`src/rtl/usb_pkg.sv`:
```
// rtl/usb_pkg.sv - shared USB device constants, TX buffer sizing and packet encodings
package usb_pkg;

  // TX payload buffer sizing
  localparam int TX_BUF_DEPTH = 64;
  localparam int TX_BUF_PTR_W = 6;
  localparam int TX_BUF_CNT_W = 7;

  // Packet request from the AHB slave to usb_tx
  typedef enum logic [1:0] {
    IDLE      = 2'b00,
    SEND_DATA = 2'b01,
    NAK       = 2'b10,
    ACK       = 2'b11
  } tx_packet_t;

  // PID bytes as sent on the wire (PID nibble plus its complement check)
  localparam logic [7:0] PID_OUT   = 8'hE1;
  localparam logic [7:0] PID_IN    = 8'h69;
  localparam logic [7:0] PID_DATA0 = 8'hC3;
  localparam logic [7:0] PID_DATA1 = 8'h4B;
  localparam logic [7:0] PID_ACK   = 8'hD2;
  localparam logic [7:0] PID_NAK   = 8'h5A;
  localparam logic [7:0] PID_STALL = 8'h1E;

  // Occupancy after one cycle given which operations were actually performed
  function automatic logic [TX_BUF_CNT_W-1:0] next_count(
    input logic [TX_BUF_CNT_W-1:0] count,
    input logic                    push,
    input logic                    pop
  );
    logic [TX_BUF_CNT_W-1:0] result;
    result = count;
    case ({push, pop})
      2'b10:   result = count + TX_BUF_CNT_W'(1);
      2'b01:   result = count - TX_BUF_CNT_W'(1);
      default: result = count;
    endcase
    return result;
  endfunction

endpackage

```
`src/rtl/usb_buf_ptr.sv`:
```
// rtl/usb_buf_ptr.sv - wrap-around buffer pointer with increment enable and synchronous clear
module usb_buf_ptr #(
  parameter int WIDTH = 6,
  parameter int DEPTH = 64
) (
  input  logic             clk,
  input  logic             n_rst,
  input  logic             clear,
  input  logic             inc,
  output logic [WIDTH-1:0] ptr
);

  // Last valid slot; the pointer returns to 0 after it so no slot is skipped
  localparam logic [WIDTH-1:0] LAST = WIDTH'(DEPTH - 1);

  // Pointer register: clear beats increment, wrap at the last slot
  always_ff @(posedge clk or negedge n_rst) begin
    if (!n_rst) begin
      ptr <= '0;
    end else if (clear) begin
      ptr <= '0;
    end else if (inc) begin
      if (ptr == LAST) begin
        ptr <= '0;
      end else begin
        ptr <= ptr + WIDTH'(1);
      end
    end
  end

endmodule

```
`src/rtl/usb_tx_data_buffer.sv`:
```
// rtl/usb_tx_data_buffer.sv - FWFT bulk-IN payload FIFO; define USB_TX_BUF_STICKY_ERR_EN for sticky error flags
module usb_tx_data_buffer
  import usb_pkg::*;
#(
  parameter int DEPTH = TX_BUF_DEPTH
) (
  input  logic                    clk,
  input  logic                    n_rst,
  input  logic                    clear,
  input  logic                    store_tx_data,
  input  logic [7:0]              tx_data,
  input  logic                    get_tx_packet_data,
  output logic [7:0]              tx_packet_data,
  output logic [TX_BUF_CNT_W-1:0] buffer_occupancy,
  output logic                    buffer_full,
  output logic                    buffer_empty,
  output logic                    overflow_err,
  output logic                    underflow_err
);

  localparam int PTR_W = (DEPTH > 1) ? $clog2(DEPTH) : 1;
  localparam logic [TX_BUF_CNT_W-1:0] FULL_CNT = TX_BUF_CNT_W'(DEPTH);

  logic [7:0]              mem [DEPTH];
  logic [PTR_W-1:0]        wptr;
  logic [PTR_W-1:0]        rptr;
  logic [TX_BUF_CNT_W-1:0] count;

  logic do_push;
  logic do_pop;
  logic overflow_evt;
  logic underflow_evt;

  assign buffer_occupancy = count;
  assign buffer_full      = (count == FULL_CNT);
  assign buffer_empty     = (count == '0);

  // Head byte falls through as soon as it is stored; an empty buffer reads as zero
  assign tx_packet_data = buffer_empty ? 8'h00 : mem[rptr];

  // Decide which strobes take effect: a pop frees the slot a simultaneous push
  // into a full buffer needs, but a push into an empty buffer cannot feed a pop
  // in the same cycle, so that pop is an underflow.
  always_comb begin
    do_push       = 1'b0;
    do_pop        = 1'b0;
    overflow_evt  = 1'b0;
    underflow_evt = 1'b0;
    if (!clear) begin
      do_pop        = get_tx_packet_data && !buffer_empty;
      underflow_evt = get_tx_packet_data && buffer_empty;
      do_push       = store_tx_data && (!buffer_full || get_tx_packet_data);
      overflow_evt  = store_tx_data && buffer_full && !get_tx_packet_data;
    end
  end

  // Payload storage; contents survive clear and reset, only pointers move
  always_ff @(posedge clk) begin
    if (do_push) begin
      mem[wptr] <= tx_data;
    end
  end

  usb_buf_ptr #(
    .WIDTH (PTR_W),
    .DEPTH (DEPTH)
  ) u_wptr (
    .clk   (clk),
    .n_rst (n_rst),
    .clear (clear),
    .inc   (do_push),
    .ptr   (wptr)
  );

  usb_buf_ptr #(
    .WIDTH (PTR_W),
    .DEPTH (DEPTH)
  ) u_rptr (
    .clk   (clk),
    .n_rst (n_rst),
    .clear (clear),
    .inc   (do_pop),
    .ptr   (rptr)
  );

  // Occupancy counter; it alone tells full from empty once pointers coincide
  always_ff @(posedge clk or negedge n_rst) begin
    if (!n_rst) begin
      count <= '0;
    end else if (clear) begin
      count <= '0;
    end else begin
      count <= next_count(count, do_push, do_pop);
    end
  end

  // Error flags: either held until clear, or a one-cycle pulse after the offending edge
  always_ff @(posedge clk or negedge n_rst) begin
    if (!n_rst) begin
      overflow_err  <= 1'b0;
      underflow_err <= 1'b0;
    end else if (clear) begin
      overflow_err  <= 1'b0;
      underflow_err <= 1'b0;
    end else begin
`ifdef USB_TX_BUF_STICKY_ERR_EN
      if (overflow_evt) begin
        overflow_err <= 1'b1;
      end
      if (underflow_evt) begin
        underflow_err <= 1'b1;
      end
`else
      overflow_err  <= overflow_evt;
      underflow_err <= underflow_evt;
`endif
    end
  end

endmodule
```
`config.mk`:
```
export PLATFORM = sky130hd
export DESIGN_NAME = usb_tx_data_buffer
export DESIGN_NICKNAME = d
export VERILOG_FILES = /design/src/rtl/usb_pkg.sv /design/src/rtl/usb_buf_ptr.sv /design/src/rtl/usb_tx_data_buffer.sv
export SDC_FILE = /design/constraint.sdc
export NUM_CORES = 1
export LEC_CHECK = 0
export BUFFER_PORTS_ARGS = -buffer_cell sky130_fd_sc_hd__buf_4
export CAP_MARGIN = 30
export CORE_MARGIN = 2
export CORE_UTILIZATION = 45
export DETAILED_ROUTE_END_ITERATION = 7
export PLACE_DENSITY_LB_ADDON = 0.3
export SYNTH_ARGS = -nofsm -noshare
export SYNTH_HDL_FRONTEND = slang
export SYNTH_SLANG_ARGS = --single-unit
```
`constraint.sdc`:
```
create_clock -name clk -period 6.6 [get_ports clk]
set_clock_uncertainty 0.05 [all_clocks]
set_input_delay 1.32 -clock clk [delete_from_list [all_inputs] [get_ports clk]]
set_output_delay 1.32 -clock clk [all_outputs]
set_load 0.1 [all_outputs]
```
== Yosys cells after proc, flatten, opt, wreduce, memory -nomap -nowiden ==
Memories as Yosys holds them, arrays and structs flattened.
Index checks and enable logic that the tools add are counted.
Word-level totals
  memories: 1
  bits in registers: 21
  output and inout bits: 19
  RAM bits: 512
  input port bits: 13
  word-level logic and storage cells: 43
Cells by class
  $add $sub $neg: 4
  equal/unequal tests: 5
  multiplexer cells: 15
  reduce and logical (&&, ||, !) cells: 13
Memory list
  mem: depth 64, width 8, rd ports 1, clocked after memory_dff 0, wr ports 1, RTL line usb_tx_data_buffer.sv:24  | logic [7:0] mem [DEPTH];
Operators with widths (count)
  2-to-1 mux 6 bit: 6
  case mux 7 bit (2 select lines): 1
  adder 6 x 1 -> 6 bit, second input constant: 2
  equality test 6 bit, second input constant: 2
  2-to-1 mux 8 bit: 1
  adder 7 x 1 -> 7 bit, second input constant: 1
  equality test 7 bit, second input constant: 1
  logical NOT 7 bit: 1
  2-to-1 mux 7 bit: 1
  subtractor 7 x 1 -> 7 bit, second input constant: 1
  2-to-1 mux 1 bit: 6
  logical AND 1 bit: 5
  nonzero test 2 bit: 2
  logical NOT 1 bit: 3
  nonzero test 3 bit: 1
  equality test 2 x 1 -> 1 bit, second input constant: 1
  equality test 2 bit, second input constant: 1
  logical OR 1 bit: 1

== Logic depth before layout (Yosys ltp) ==
  word-level depth: 8
  depth in mapped cells: 9
  depth with buffers taken out: 8

== Hierarchy ==
Synthesis repeated with hierarchy kept, for this count alone.
Second synthesis, totals
  cell total of the unflattened synthesis: 1061
  area total of the unflattened synthesis: 21276.7 µm²
Modules (own cells, without submodules)
  usb_tx_data_buffer: cells an instance 995, area an instance 20623.5 µm², seq. area each 15600.0 µm², instances 1
  usb_buf_ptr: cells an instance 33, area an instance 326.6 µm², seq. area each 150.1 µm², instances 2

== Worst setup path after synthesis ==
Ideal clock, no wire load.
  path type: register to output
  start: reg count[0], in the netlist buffer_occupancy[0]
  end: out tx_packet_data[6]
  data arrival time: 4.316 ns
  setup slack: 0.914 ns
  stages on the path, launching flop included: 9
  data required time: 5.230 ns
  cells stage by stage: dfrtp_1 -> clkbuf_2 -> nor3_1 -> nand2_2 -> clkinv_2 -> or3_1 -> buf_1 -> o22a_1 -> a31oi_1
On the way
  longest elaborated chain between the ends: 2
RTL lines
  start: declaration: RTL line usb_tx_data_buffer.sv:27  | logic [TX_BUF_CNT_W-1:0] count;
  start signal: assignment: RTL line usb_tx_data_buffer.sv:93  | count <= next_count(count, do_push, do_pop);
  logical NOT 7 bit: RTL line usb_tx_data_buffer.sv:36  | assign buffer_empty = (count == '0);
  net buffer_empty: RTL line usb_tx_data_buffer.sv:16  | output logic buffer_empty,
  2-to-1 mux 8 bit: RTL line usb_tx_data_buffer.sv:39  | assign tx_packet_data = buffer_empty ? 8'h00 : mem[rptr];
  end: declaration: RTL line usb_tx_data_buffer.sv:13  | output logic [7:0] tx_packet_data,
The timed path passes the listed nets, and every way through them passes these cells.

== Worst setup path in the final report ==
  start: reg u_rptr.ptr[0]
  end: out tx_packet_data[6]
On the way
  longest elaborated chain between the ends: 2
RTL lines
  start: declaration: RTL line usb_buf_ptr.sv:10  | output logic [WIDTH-1:0] ptr
  start signal: assignment: RTL line usb_buf_ptr.sv:26  | ptr <= ptr + WIDTH'(1);
  memory (64 x 8 bit)
  2-to-1 mux 8 bit: RTL line usb_tx_data_buffer.sv:39
No other way between the ends.

==> results by group <==
Global route
  • Vias in the first global route: 10338
  • Largest net degree at the start of global routing: 81
  • GRT Util Overall: 18.4%
  • Global route overflow: 0
  • Global-route wire length before repair: 67400 um
  • Initial antenna violation count: 0

Final layout
  • Fin cells: 1730
  • Layout cells sized above 1: 24.4%
  • Fin area: 0.0237 mm^2
  • Final core utilization: 50.7%
  • Area occupied by multi-input gates: 0.00506 mm^2
  • Nets@finish: 1103
  • N_diodes: 0
  • # fillers: 3740
  • Synth-to-Final Area Change: 11.1%
  • Sequential cell area: 0.0159 mm^2

Power and ir drop
  • Peak VDD IR: 0.000235 V
  • Static leakage: 7.19 nW
  • Pwr dens: 357 mW/mm^2

Clocking
  • CTS Buffer Depth: 3
  • # resized after CTS: 0
  • Clk slew on worst S/H paths: 60 ps
  • TritonCTS clock tree: done
  • Root Driver: clkbuf_16
  • H-tree depth: 2
  • CTS sink cnt: 533
  • Postcts setup bufs: 0
  • Cts hold-fix bufs: 0
  • TritonCTS buffer count: 53
  • Clk_lat worst skew: 590 ps

Route
  • Pre-antenna DRT Iters: 7
  • Drt initial violations: 928
  • Avg WL per Cell: 25.7 um
  • Final ANT Viol Nets: 0
  • Drt drc: 7
  • WL final: 44500 um
  • Vias per inst: 5.88
  • DR vias: 10173

Timing
  • Tightest Pin Transition: 965 ps
  • RSZ-0062 raised after global routing: false
  • Max-slew violations: 0
  • Final setup fails: 0
  • Fin worst setup slack: 1620 ps
  • Fmax: 201 MHz
  • Post-route clock period utilization: 75.4%
  • Final Critical Period: 4980 ps
  • Final Hold Fails: 0
  • Setup_tns: 0 ps
  • Slew margin rel.: 35.4%

Flow run
  • Max-Cap Viols: 0

Run status
  • Failing checks: design-rule violations
  • Status: finished with violations

Floorplan
  • Initial core utilization: 45.7%
  • Die ar.: 0.0491 mm^2
  • Width of the die: 222 um
  • Std-Cell Rows: 79
  • Chip Height: 222 um
  • Core footprint: 0.0467 mm^2
  • I/O pins: 32

Critical path
  • Reg2reg path depth: 5
  • Arrival @ worst endpoint: 3610 ps
  • Peak fanout along the critical path: 80
  • Worst endpoint required time: 5230 ps
  • Worst setup EP type: output pin
  • Crit path launch type: flop
  • WS Path Type: reg -> out
  • R2r setup slk: 3210 ps

Synth
  • Post-synth top cells: edfxtp_1, mux4_2, nor2_1
  • Synthesized instance count: 1051
  • Area leader, netlist: edfxtp_1
  • Prevailing post-synth register cell: edfxtp_1
  • Net Count, Synth: 1068
  • Sequential area share after synthesis: 74.6%
  • Top-area cell type share of the netlist area: 72.2%
  • Synth warn: 0
  • Number of flops mapped to enable cells by yosys: 512
  • Count leader, synth: edfxtp_1
  • Synth Cell Area: 0.0213 mm^2
  • Post-synth ARST share: 3.94%
  • Area contributors post-synth: edfxtp_1, mux4_2, dfrtp_1, mux2i_1, nor2_1
  • Post-synthesis register bit count: 533
  • Cell variety after synth: 57
  • Syn avg cell area: 20.3 um^2

Min path
  • Hold/Removal Path Class: in -> async

Placed design
  • Placed insts: 1637
  • Placed Area: 0.0221 mm^2
  • Routability cong.: 0.814
  • Port Buffers: 31
  • Dpl ws: 2220 ps
  • Dpl hpwl: 26400 um
## state kept, by name (all words and copies together), names as in the netlist
| register | count |
|---|---|
| u_wptr.ptr | 6 |
| underflow_err | 1 |
| overflow_err | 1 |
| mem | 512 |
| u_rptr.ptr | 6 |
| buffer_occupancy | 7 |
## power by group
part | internal (mW) | leakage (nW) | switching [mW]
Clock | 1.54 | 0.760 | 1.22
Combinational | 0.741 | 1.54 | 1.12
Sequential | 3.73 | 4.89 | 0.0984
Total | 6.02 | 7.19 | 2.43
## layout by cell type, fill, tap and decap left out, types with 17 or more instances in the layout
master / instances
mux2i_1: 47
mux4_2: 134
nor2_1: 87
buf_4: 39
nand2_1: 33
clkbuf_16: 53
clkbuf_1: 19
a22oi_1: 17
dfrtp_1: 18
edfxtp_1: 512
## per-layer routing
metal	vias to the layer above	GRT usage (%)	wire length [um]
li1	4388	-	-
met1	5383	26.4	19400
met2	346	29.0	21300
met3	56	3.87	3080
met4	0	4.49	723
met5	-	0	0
## critical path: stages (launching register included)
cell and delay, ps:
dfrtp_4 670, buf_12 550, mux4_2 610, mux2i_1 270, a22oi_1 160, nand2_1 300, a31oi_1 110, buf_4 270
## final timing paths
kind,from,endpoint
setup / recovery,u_rptr.ptr[0]$_DFFE_PN0P_,tx_packet_data[6]
hold / removal,n_rst,u_wptr.ptr[4]$_DFFE_PN0P_
setup reg to reg,buffer_occupancy[2]$_DFFE_PN0P_,mem[27][5]$_DFFE_PP_
hold reg to reg,u_rptr.ptr[5]$_DFFE_PN0P_,u_rptr.ptr[5]$_DFFE_PN0P_
max in group asynchronous,n_rst,u_rptr.ptr[1]$_DFFE_PN0P_
min in group clk,u_rptr.ptr[5]$_DFFE_PN0P_,u_rptr.ptr[5]$_DFFE_PN0P_
## metrics by stage
step                      hold slack (ps)  power (mW)
after floorplan                       521        5.36
after global placement                567        5.77
after detailed placement              574        5.79
after CTS                             549        8.53
after global routing                  567        8.74
final                                 581        8.45
## layout make-up
type / count / share of cell area, %
Sequential cell: 533 / 67.2
Multi-Input combinational cell: 451 / 21.4
Clock buffer: 78 / 6.25
Tap cell: 607 / 3.21
Timing Repair Buffer: 43 / 1.54
Clock inverter: 14 / 0.333
Inverter: 4 / 0.0687
## cells by family after synthesis
family                     Yosys count  share of synthesized area [%]
AOI/OAI and AO/OA                   72                           2.44
xor gates and xnor gates             7                          0.288
and+or+nand+nor                    179                           3.96
DFF                                533                           74.6
muxes                              189                           16.8
buffers and inverters               67                           1.60
adders and majority gates            4                          0.235
(Power assumes the default switching activity.)
